## src/rtl/keypad_pkg.sv

```systemverilog
`default_nettype none
// ============================================================================
// Module      : keypad_pkg
// Description : Shared types, defaults and scan-classification helpers for
//               the 4x4 matrix keypad scanner.
// Revision    : 1.0 - initial release
// ============================================================================
package keypad_pkg;

    localparam int c_scan_div_default = 100000;
    localparam int c_debounce_default = 5;

    // Debounce state machine encoding
    typedef enum logic [1:0] {
        ST_RELEASED   = 2'd0,
        ST_PRESS_DB   = 2'd1,
        ST_PRESSED    = 2'd2,
        ST_RELEASE_DB = 2'd3
    } kp_state_t;

    // Result of one complete four-row scan
    typedef enum logic [1:0] {
        SCAN_NONE   = 2'd0,
        SCAN_SINGLE = 2'd1,
        SCAN_MULTI  = 2'd2
    } scan_res_t;

    // Classify a 16-bit pressed-key map (bit index = row*4 + col)
    function automatic scan_res_t classify(input logic [15:0] hits);
        scan_res_t res;
        if ($countones(hits) == 0) begin
            res = SCAN_NONE;
        end else if ($countones(hits) == 1) begin
            res = SCAN_SINGLE;
        end else begin
            res = SCAN_MULTI;
        end
        return res;
    endfunction

    // Index of the highest pressed key; only meaningful for a single hit
    function automatic logic [3:0] hit_index(input logic [15:0] hits);
        logic [3:0] idx;
        idx = 4'd0;
        for (int i = 0; i < 16; i++) begin
            if (hits[i]) begin
                idx = 4'(i);
            end
        end
        return idx;
    endfunction

endpackage
`default_nettype wire

```

## src/rtl/sync2.sv

```systemverilog
`default_nettype none
// ============================================================================
// Module      : sync2
// Description : 4-bit two-flop synchronizer, resets to all ones (idle
//               level of pulled-up column lines).
// Revision    : 1.0 - initial release
// ============================================================================
module sync2 (
    input  logic       clk,
    input  logic       rst_n,
    input  logic [3:0] d,
    output logic [3:0] q
);

    logic [3:0] r_meta;
    logic [3:0] r_sync;

    // Two-stage capture of the asynchronous column inputs
    always_ff @(posedge clk or negedge rst_n) begin
        if (!rst_n) begin
            r_meta <= 4'b1111;
            r_sync <= 4'b1111;
        end else begin
            r_meta <= d;
            r_sync <= r_meta;
        end
    end

    assign q = r_sync;

endmodule
`default_nettype wire

```

## src/rtl/keypad_scan.sv

```systemverilog
`default_nettype none
// ============================================================================
// Module      : keypad_scan
// Description : 4x4 matrix keypad scanner with full-scan debounce. Drives one
//               row low at a time, collects the synchronized columns into a
//               key map and runs a press/release debounce FSM once per scan.
// Revision    : 1.0 - initial release
// ============================================================================
module keypad_scan
    import keypad_pkg::*;
#(
    parameter int SCAN_DIV = c_scan_div_default,
    parameter int DEBOUNCE = c_debounce_default
) (
    input  logic       clk,
    input  logic       rst_n,
    input  logic [3:0] col,
    output logic [3:0] row,
    output logic [3:0] key_code,
    output logic       key_valid,
    output logic       key_held,
    output logic       key_release
);

    localparam int               c_dwell_w    = $clog2(SCAN_DIV);
    localparam logic [c_dwell_w-1:0] c_dwell_last = c_dwell_w'(SCAN_DIV - 1);
    localparam logic [3:0]       c_debounce   = 4'(DEBOUNCE);

    logic [c_dwell_w-1:0] r_dwell;
    logic [1:0]           r_row_idx;
    logic [3:0]           r_row;
    logic [11:0]          r_hits_lo;
    logic [3:0]           w_col_sync;
    logic                 w_dwell_end;
    logic                 w_scan_end;
    logic [15:0]          w_hits;
    scan_res_t            w_scan_res;
    logic [3:0]           w_hit_idx;

    kp_state_t            r_state,   w_state_nxt;
    logic [3:0]           r_cnt,     w_cnt_nxt;
    logic [3:0]           r_cand,    w_cand_nxt;
    logic [3:0]           r_code,    w_code_nxt;
    logic                 r_valid,   w_valid_nxt;
    logic                 r_held,    w_held_nxt;
    logic                 r_release, w_release_nxt;
    logic [3:0]           w_cnt_inc;

    sync2 u_sync2 (
        .clk   (clk),
        .rst_n (rst_n),
        .d     (col),
        .q     (w_col_sync)
    );

    assign w_dwell_end = (r_dwell == c_dwell_last);
    assign w_scan_end  = w_dwell_end && (r_row_idx == 2'd3);

    // Row 3 is evaluated directly from the synchronizer on its last cycle
    assign w_hits     = {~w_col_sync, r_hits_lo};
    assign w_scan_res = classify(w_hits);
    assign w_hit_idx  = hit_index(w_hits);
    assign w_cnt_inc  = r_cnt + 4'd1;

    // Row dwell counter and rotating one-cold row drive
    always_ff @(posedge clk or negedge rst_n) begin
        if (!rst_n) begin
            r_dwell   <= '0;
            r_row_idx <= 2'd0;
            r_row     <= 4'b1110;
        end else if (w_dwell_end) begin
            r_dwell   <= '0;
            r_row_idx <= r_row_idx + 2'd1;
            r_row     <= {r_row[2:0], r_row[3]};
        end else begin
            r_dwell   <= r_dwell + c_dwell_w'(1);
        end
    end

    // Latch the pressed columns of rows 0..2 at the end of their dwell
    always_ff @(posedge clk or negedge rst_n) begin
        if (!rst_n) begin
            r_hits_lo <= '0;
        end else if (w_dwell_end) begin
            case (r_row_idx)
                2'd0:    r_hits_lo[3:0]  <= ~w_col_sync;
                2'd1:    r_hits_lo[7:4]  <= ~w_col_sync;
                2'd2:    r_hits_lo[11:8] <= ~w_col_sync;
                default: r_hits_lo       <= r_hits_lo;
            endcase
        end
    end

    // Debounce FSM and output registers
    always_ff @(posedge clk or negedge rst_n) begin
        if (!rst_n) begin
            r_state   <= ST_RELEASED;
            r_cnt     <= 4'd0;
            r_cand    <= 4'd0;
            r_code    <= 4'd0;
            r_valid   <= 1'b0;
            r_held    <= 1'b0;
            r_release <= 1'b0;
        end else begin
            r_state   <= w_state_nxt;
            r_cnt     <= w_cnt_nxt;
            r_cand    <= w_cand_nxt;
            r_code    <= w_code_nxt;
            r_valid   <= w_valid_nxt;
            r_held    <= w_held_nxt;
            r_release <= w_release_nxt;
        end
    end

    // Next-state logic, evaluated only on the last cycle of a full scan
    always_comb begin
        w_state_nxt   = r_state;
        w_cnt_nxt     = r_cnt;
        w_cand_nxt    = r_cand;
        w_code_nxt    = r_code;
        w_held_nxt    = r_held;
        w_valid_nxt   = 1'b0;
        w_release_nxt = 1'b0;
        if (w_scan_end) begin
            case (r_state)
                ST_RELEASED: begin
                    if (w_scan_res == SCAN_SINGLE) begin
                        w_cand_nxt  = w_hit_idx;
                        w_cnt_nxt   = 4'd1;
                        w_state_nxt = ST_PRESS_DB;
                    end
                end
                ST_PRESS_DB: begin
                    if (w_scan_res == SCAN_SINGLE && w_hit_idx == r_cand) begin
                        w_cnt_nxt = w_cnt_inc;
                        if (w_cnt_inc == c_debounce) begin
                            w_state_nxt = ST_PRESSED;
                            w_code_nxt  = r_cand;
                            w_held_nxt  = 1'b1;
                            w_valid_nxt = 1'b1;
                        end
                    end else if (w_scan_res == SCAN_SINGLE) begin
                        w_cand_nxt = w_hit_idx;
                        w_cnt_nxt  = 4'd1;
                    end else begin
                        w_state_nxt = ST_RELEASED;
                        w_cnt_nxt   = 4'd0;
                    end
                end
                ST_PRESSED: begin
                    // Any key activity keeps the current press alive
                    if (w_scan_res == SCAN_NONE) begin
                        w_cnt_nxt   = 4'd1;
                        w_state_nxt = ST_RELEASE_DB;
                    end
                end
                ST_RELEASE_DB: begin
                    if (w_scan_res == SCAN_NONE) begin
                        w_cnt_nxt = w_cnt_inc;
                        if (w_cnt_inc == c_debounce) begin
                            w_state_nxt   = ST_RELEASED;
                            w_held_nxt    = 1'b0;
                            w_release_nxt = 1'b1;
                        end
                    end else begin
                        w_state_nxt = ST_PRESSED;
                        w_cnt_nxt   = 4'd0;
                    end
                end
                default: begin
                    w_state_nxt = ST_RELEASED;
                    w_cnt_nxt   = 4'd0;
                end
            endcase
        end
    end

    assign row         = r_row;
    assign key_code    = r_code;
    assign key_valid   = r_valid;
    assign key_held    = r_held;
    assign key_release = r_release;

endmodule
`default_nettype wire

```

## config.mk

```make
export PLATFORM = sky130hd
export DESIGN_NAME = keypad_scan
export DESIGN_NICKNAME = d
export VERILOG_FILES = /design/src/rtl/keypad_pkg.sv /design/src/rtl/sync2.sv /design/src/rtl/keypad_scan.sv
export SDC_FILE = /design/constraint.sdc
export NUM_CORES = 1
export LEC_CHECK = 0
export BUFFER_PORTS_ARGS = -buffer_cell sky130_fd_sc_hd__buf_2
export CAP_MARGIN = 10
export CORE_ASPECT_RATIO = 0.6
export CORE_MARGIN = 4
export CORE_UTILIZATION = 47
export DETAILED_ROUTE_END_ITERATION = 6
export PLACE_DENSITY = 0.72
export SLEW_MARGIN = 20
export SYNTH_ARGS = -nofsm -noshare
export SYNTH_HDL_FRONTEND = slang
export SYNTH_SLANG_ARGS = --single-unit
```

## constraint.sdc

```tcl
create_clock -name clk -period 5.07 [get_ports clk]
set_input_delay 0.7605 -clock clk [delete_from_list [all_inputs] [get_ports clk]]
set_output_delay 0.7605 -clock clk [all_outputs]
set_load 0.01 [all_outputs]
```

Word-level counts from Yosys, hierarchy flattened --
Index checks and enable logic that the tools add are counted.
Cells by class: add/subtract/negate cells 18, eq/ne operators 21, muxes and demuxes 47, bitwise logic cells 1, reduce and logical (&&, ||, !) cells 16
Operators by type and width (number):
- two-way mux 4 bit | 20
- zero test 32 bit | 1
- two-way mux 2 bit | 9
- adder 17 x 1 -> 17 bit, second input constant | 1
- == test 17 bit, second input constant | 1
- two-way mux 17 bit | 1
- adder 1 x 1 -> 2 bit | 8
- case mux 4 bit (4 select lines) | 1
- != test 2 bit, second input constant | 7
- two-way mux 1 bit | 13
- adder 2 x 2 -> 3 bit | 4
- AND reduction 6 bit | 2
- != test 3 bit, second input constant | 3
- adder 3 x 3 -> 4 bit | 2
- == test 2 bit, second input constant | 4
- case mux 2 bit (4 select lines) | 1
- case mux 4 bit (2 select lines) | 1
- == test 2 x 1 -> 1 bit, second input constant | 3
- zero test 2 bit | 3
- AND reduction 2 bit | 3
- AND reduction 3 bit | 2
- adder 4 x 4 -> 5 bit | 1
- == test 5 x 1 -> 1 bit, second input constant | 1
- adder 4 x 1 -> 4 bit, second input constant | 1
- 8 further kinds | 10
Storage, ports and cells: register bits after elaboration 60, input port bits 6

Longest topological paths before layout --
depth in word-level cells 20, gate-level depth with buffers 17, mapped depth without buffers 16

By module --
A second synthesis with hierarchy kept.
Unflattened totals: cells, all modules 315, area, all modules 3308.2 um^2
By module, submodules not included:
- keypad_scan | instances 1, cells an instance 307, area an instance 3098.0 um^2, sequential area each 1305.0 um^2
- sync2 | instances 1, cells an instance 8, area an instance 210.2 um^2, sequential area each 210.2 um^2

Worst setup path after synthesis --
Ideal clock, no wire load.
kind reg-to-reg, start point register r_hits_lo[5], end point register r_cand[0], arrival time 4.751 ns, required time 4.945 ns, setup slack 0.195 ns, cell stages (with the launch flop) 16, buffers on the path 0, period minus slack after synthesis 4.875 ns, cells stage by stage dfrtp_1 -> inv_1 -> fa_1 -> fa_1 -> inv_1 -> fa_1 -> inv_1 -> fa_1 -> inv_1 -> ha_1 -> fa_1 -> or3_1 -> nor3b_1 -> nand3_1 -> a31oi_1 -> mux2_2
On the way: cells in the longest elaborated chain, start to end 15
Ends and longest elaborated chain:
- from (decl) | RTL line keypad_scan.sv:32 | logic [11:0] r_hits_lo;
- from (signal assigned) | RTL line keypad_scan.sv:87 | 2'd1: r_hits_lo[7:4] <= ~w_col_sync;
- from (signal assigned) | RTL line keypad_scan.sv:89 | default: r_hits_lo <= r_hits_lo;
- branches (longest 15 deep; another with adder 4 x 4 -> 5 bit)
- to (signal assigned) | RTL line keypad_scan.sv:107 | r_cand <= w_cand_nxt;
- to (decl) | RTL line keypad_scan.sv:42 | logic [3:0] r_cand, w_cand_nxt;
Parallel ways; which one is timed is not known. The select of a mux whose other input is x is not followed. A chain may end at the register's enable or synchronous reset.

Worst setup path in the final report --
Ends and elaborated chain as after synthesis.

==> impl_table.tex <==
\begin{tabular}{lr}
\hline
Metric & Value \\
\hline
\multicolumn{2}{l}{\textbf{Outcome}} \\
Run status & completed \\
\multicolumn{2}{l}{\textbf{Final layout}} \\
Total Nets Final & 372 \\
Fillers & 574 \\
Most used cells in the layout excluding fill and tap cells & sky130\_fd\_sc\_hd\_\_dfrtp\_1, sky130\_fd\_sc\_hd\_\_inv\_1, sky130\_fd\_sc\_hd\_\_nand2\_1, sky130\_fd\_sc\_hd\_\_nor2\_1, sky130\_fd\_sc\_hd\_\_o21ai\_0 \\
FF+latch area & 1520 µm² \\
Area delta synth->final & 16.3\% \\
Post-route non-filler standard cell count & 436 \\
Final std cell area, no fill & 3830 µm² \\
Area used by multi-input combinational logic & 1660 µm² \\
Final antenna diode count & 0 \\
Share of final-layout standard cells stronger than drive strength 1 & 0.195 \\
Most frequent standard cell in the layout excluding fill and tap cells & sky130\_fd\_sc\_hd\_\_dfrtp\_1 \\
\multicolumn{2}{l}{\textbf{Yosys}} \\
Prevailing post-synth register cell & sky130\_fd\_sc\_hd\_\_dfrtp\_1 \\
Number of flops mapped to enable cells by yosys & 0 \\
Fraction of synthesis flops using an asynchronous set or reset pin & 1.00 \\
Dominant cells by area after synthesis & sky130\_fd\_sc\_hd\_\_dfrtp\_1, sky130\_fd\_sc\_hd\_\_dfstp\_2, sky130\_fd\_sc\_hd\_\_fa\_1, sky130\_fd\_sc\_hd\_\_ha\_1, sky130\_fd\_sc\_hd\_\_inv\_1 \\
Syn\_nets & 343 \\
Cells after synthesis & 315 \\
Syn\_area\_per\_cell & 10.5 µm² \\
Fraction of the yosys area taken by sequential cells & 0.460 \\
Number of distinct library cells after synthesis & 55 \\
Netlist area before placement & 3290 µm² \\
Register bit total from synthesis & 60 \\
Portion of synthesized cell area occupied by the leading cell type & 0.372 \\
Count of warnings emitted by yosys & 0 \\
Library cell occupying the most area in the post-synthesis netlist & sky130\_fd\_sc\_hd\_\_dfrtp\_1 \\
\multicolumn{2}{l}{\textbf{Worst setup path}} \\
Maximum fanout along the worst path & 5 \\
Flop2flop setup slack & 0.19 ns \\
Worst Path Class, Setup & flop to flop \\
Setup crit end kind & flop \\
Worst Setup Start Kind & flop \\
Capture instance of the worst register-to-register path & r\_cand[0] \\
Launching instance or port of the critical path & r\_hits\_lo[5] \\
Required time of the worst setup path & 5.29 ns \\
Worst r2r path cells & 15 \\
Arrival time reported for the critical path endpoint & 5.09 ns \\
Worst flop-to-flop path startpoint & r\_hits\_lo[5] \\
\multicolumn{2}{l}{\textbf{Detailed routing}} \\
Starting DRC count in detailed routing & 177 \\
Average routed wire per standard cell & 14.9 µm \\
Via count & 2383 \\
Count of nets left with antenna violations after detail routing & 0 \\
Detailed-route vias per instance & 5.47 \\
Number of iterations in the first detailed-routing pass & 4 \\
Residual DRC count & 0 \\
Final wirelength & 6510 µm \\
\multicolumn{2}{l}{\textbf{Placement}} \\
Port Buffer Count & 16 \\
Post-place instance area & 3510 µm² \\
Final RePlAce weighted congestion & 0.832 \\
Placed cell count & 420 \\
Estimated wirelength of the detail-placed design & 4750 µm \\
\multicolumn{2}{l}{\textbf{Job}} \\
Max Cap Violations & 0 \\
\multicolumn{2}{l}{\textbf{Clock tree}} \\
Root buf cell & sky130\_fd\_sc\_hd\_\_clkbuf\_16 \\
Clock slew at reported path FFs & 0.05 ns \\
Clock network latency to the later pin of the worst-skew pair & 0.33 ns \\
Buffer depth of the longest clock path & 2 \\
Number of sinks on the clock net & 60 \\
TritonCTS clock tree & yes \\
Clock buffers created by TritonCTS & 9 \\
H-tree Lvls & 3 \\
Post-cts hold buffer count & 0 \\
\multicolumn{2}{l}{\textbf{Timing}} \\
Slew @ Worst Pin & 1.03 ns \\
Pins Over Slew Limit & 0 \\
Final Critical Period & 4.88 ns \\
Final worst hold slack & 0.351 ns \\
Headroom to the max-slew limit & 0.304 \\
Number of hold-slack violations in the final timing report & 0 \\
Post-route clock period utilization & 0.962 \\
\# setup viols final & 0 \\
Setup repair after global routing missed its margin & no \\
Maximum clock rate & 0.205 GHz \\
Final clock skew & 0.00556 ns \\
Total negative setup slack & 0 ns \\
\multicolumn{2}{l}{\textbf{Global routing}} \\
Vias in the first global route & 2321 \\
Grt total ovfl & 0 \\
Pin count of the biggest net entering global routing & 61 \\
Global router's overall resource usage & 0.174 \\
First-pass GRT wire length & 11200 µm \\
Number of antenna violations at the first check in global routing & 0 \\
\multicolumn{2}{l}{\textbf{Floorplanning}} \\
Core Footprint & 6730 µm² \\
Die outline area & 8460 µm² \\
Top-Level Pins & 17 \\
Initial core utilization & 0.489 \\
Floorplan row count & 23 \\
Width of the die & 116 µm \\
Overall die height & 72.9 µm \\
\multicolumn{2}{l}{\textbf{Worst hold path}} \\
Hold Path Class & flop to flop \\
Worst hold endpoint & u\_sync2.q[0] \\
Hold Path Depth & 0 \\
Beginning of the worst hold path & u\_sync2.r\_meta[0] \\
\multicolumn{2}{l}{\textbf{Power and ir drop}} \\
Ratio of total power to cell area & 305 nW/µm² \\
P\_leak & 1.80 nW \\
Highest ir drop seen on vdd & 0.290 mV \\
\hline
\end{tabular}
==> state kept, by name (all words and copies together) (netlist names) <==
| register | flops |
|---|---|
| r_dwell | 17 |
| r_hits_lo | 12 |
| key_code | 4 |
| r_cand | 4 |
| r_cnt | 4 |
| row | 4 |
| u_sync2.q | 4 |
| u_sync2.r_meta | 4 |
| r_row_idx | 2 |
| r_state | 2 |
| key_held | 1 |
| key_release | 1 |
| key_valid | 1 |
==> metal layers <==
metal	wire, µm	vias up	GRT usage
li1	-	1165	-
met1	3250	1140	0.252
met2	2720	68	0.240
met3	442	10	0.0547
met4	104	0	0.0759
met5	0	-	0
==> critical path: stages (launching register included) <==
cell                      delay (ns)
sky130_fd_sc_hd__dfrtp_2        0.41
sky130_fd_sc_hd__inv_1          0.09
sky130_fd_sc_hd__fa_1           0.50
sky130_fd_sc_hd__fa_1           0.49
sky130_fd_sc_hd__inv_1          0.05
sky130_fd_sc_hd__fa_1           0.50
sky130_fd_sc_hd__inv_1          0.05
sky130_fd_sc_hd__fa_1           0.47
sky130_fd_sc_hd__inv_1          0.04
sky130_fd_sc_hd__ha_1           0.20
sky130_fd_sc_hd__fa_1           0.43
sky130_fd_sc_hd__or3_1          0.45
sky130_fd_sc_hd__nor3b_1        0.32
sky130_fd_sc_hd__nand3_1        0.15
sky130_fd_sc_hd__a31oi_2        0.24
sky130_fd_sc_hd__mux2_2         0.36
==> where the power goes <==
group	switching (W)	leakage (nW)	internal [W]
registers	0.00000313	0.784	0.000486
logic	0.0000441	0.870	0.0000234
clock network	0.000207	0.142	0.000407
==> how the worst max path moves through the flow <==
stage	end	slack, ns	cells past startpoint
2_1_floorplan	r_cand[0]	0.19	15
3_3_place_gp	key_code[0]	0.23	15
3_5_place_dp	key_code[0]	0.07	15
4_1_cts	key_code[0]	0.06	15
5_1_grt	r_cand[2]	0.002	15
6_report	r_cand[0]	0.19	15
==> kinds of logic (layout without fill, tap and decap cells) <==
| kind of cell | after synthesis | count (layout) | share of synthesized area |
|---|---|---|---|
| buffers and inverters | 35 | 69 | 0.0422 |
| adders and majority gates | 22 | 22 | 0.106 |
| muxes | 13 | 13 | 0.0479 |
| and+or+nand+nor | 110 | 110 | 0.182 |
| AOI/OAI and AO/OA | 59 | 59 | 0.120 |
| xor gates and xnor gates | 16 | 16 | 0.0425 |
| DFF | 60 | 60 | 0.460 |
==> layout make-up <==
cell class,instances,area share
multi-input combinational,220,0.433
sequential,60,0.396
clock buffer,13,0.0679
timing repair buffer,22,0.0327
inverter,31,0.0304
tap,87,0.0284
clock inverter,3,0.0118
==> Yosys cell counts (2+ instances only) <==
cell	count
sky130_fd_sc_hd__a211oi_1	2
sky130_fd_sc_hd__a21oi_1	10
sky130_fd_sc_hd__a22o_1	2
sky130_fd_sc_hd__a31oi_1	4
sky130_fd_sc_hd__and2_1	5
sky130_fd_sc_hd__and3_1	3
sky130_fd_sc_hd__and4_1	3
sky130_fd_sc_hd__clkbuf_1	2
sky130_fd_sc_hd__dfrtp_1	49
sky130_fd_sc_hd__dfstp_2	11
sky130_fd_sc_hd__fa_1	10
sky130_fd_sc_hd__ha_1	12
sky130_fd_sc_hd__inv_1	31
sky130_fd_sc_hd__mux2_2	6
sky130_fd_sc_hd__mux2_4	4
sky130_fd_sc_hd__mux2i_1	3
sky130_fd_sc_hd__nand2_1	28
sky130_fd_sc_hd__nand2b_1	3
sky130_fd_sc_hd__nand3_1	14
sky130_fd_sc_hd__nand3b_1	2
sky130_fd_sc_hd__nand4_1	6
sky130_fd_sc_hd__nor2_1	21
sky130_fd_sc_hd__nor2b_1	5
sky130_fd_sc_hd__nor3_1	6
sky130_fd_sc_hd__nor4_1	2
sky130_fd_sc_hd__o2111ai_1	3
sky130_fd_sc_hd__o211ai_1	2
sky130_fd_sc_hd__o21a_1	2
sky130_fd_sc_hd__o21ai_0	18
sky130_fd_sc_hd__o21bai_1	2
sky130_fd_sc_hd__o22a_1	3
sky130_fd_sc_hd__or3_1	3
sky130_fd_sc_hd__or4_4	2
sky130_fd_sc_hd__xnor2_1	7
sky130_fd_sc_hd__xor2_1	9
==> through the flow <==
step	worst slack (ns)	utilization	total power [W]
after detailed placement	0.0735	0.521	0.000562
after floorplan	0.195	-	0.000535
final	0.191	0.569	0.00117
after CTS	0.0618	0.567	0.00118
after global placement	0.233	0.521	0.000560
after global routing	0.00190	0.569	0.00122
==> timing repair <==
action / 4_1_cts / 5_1_grt
setup endpoints to repair: 0 / 8
buffers inserted: 0 / 0
gates resized for setup: 0 / 4
No activity file was read; power rests on OpenSTA's default activity.
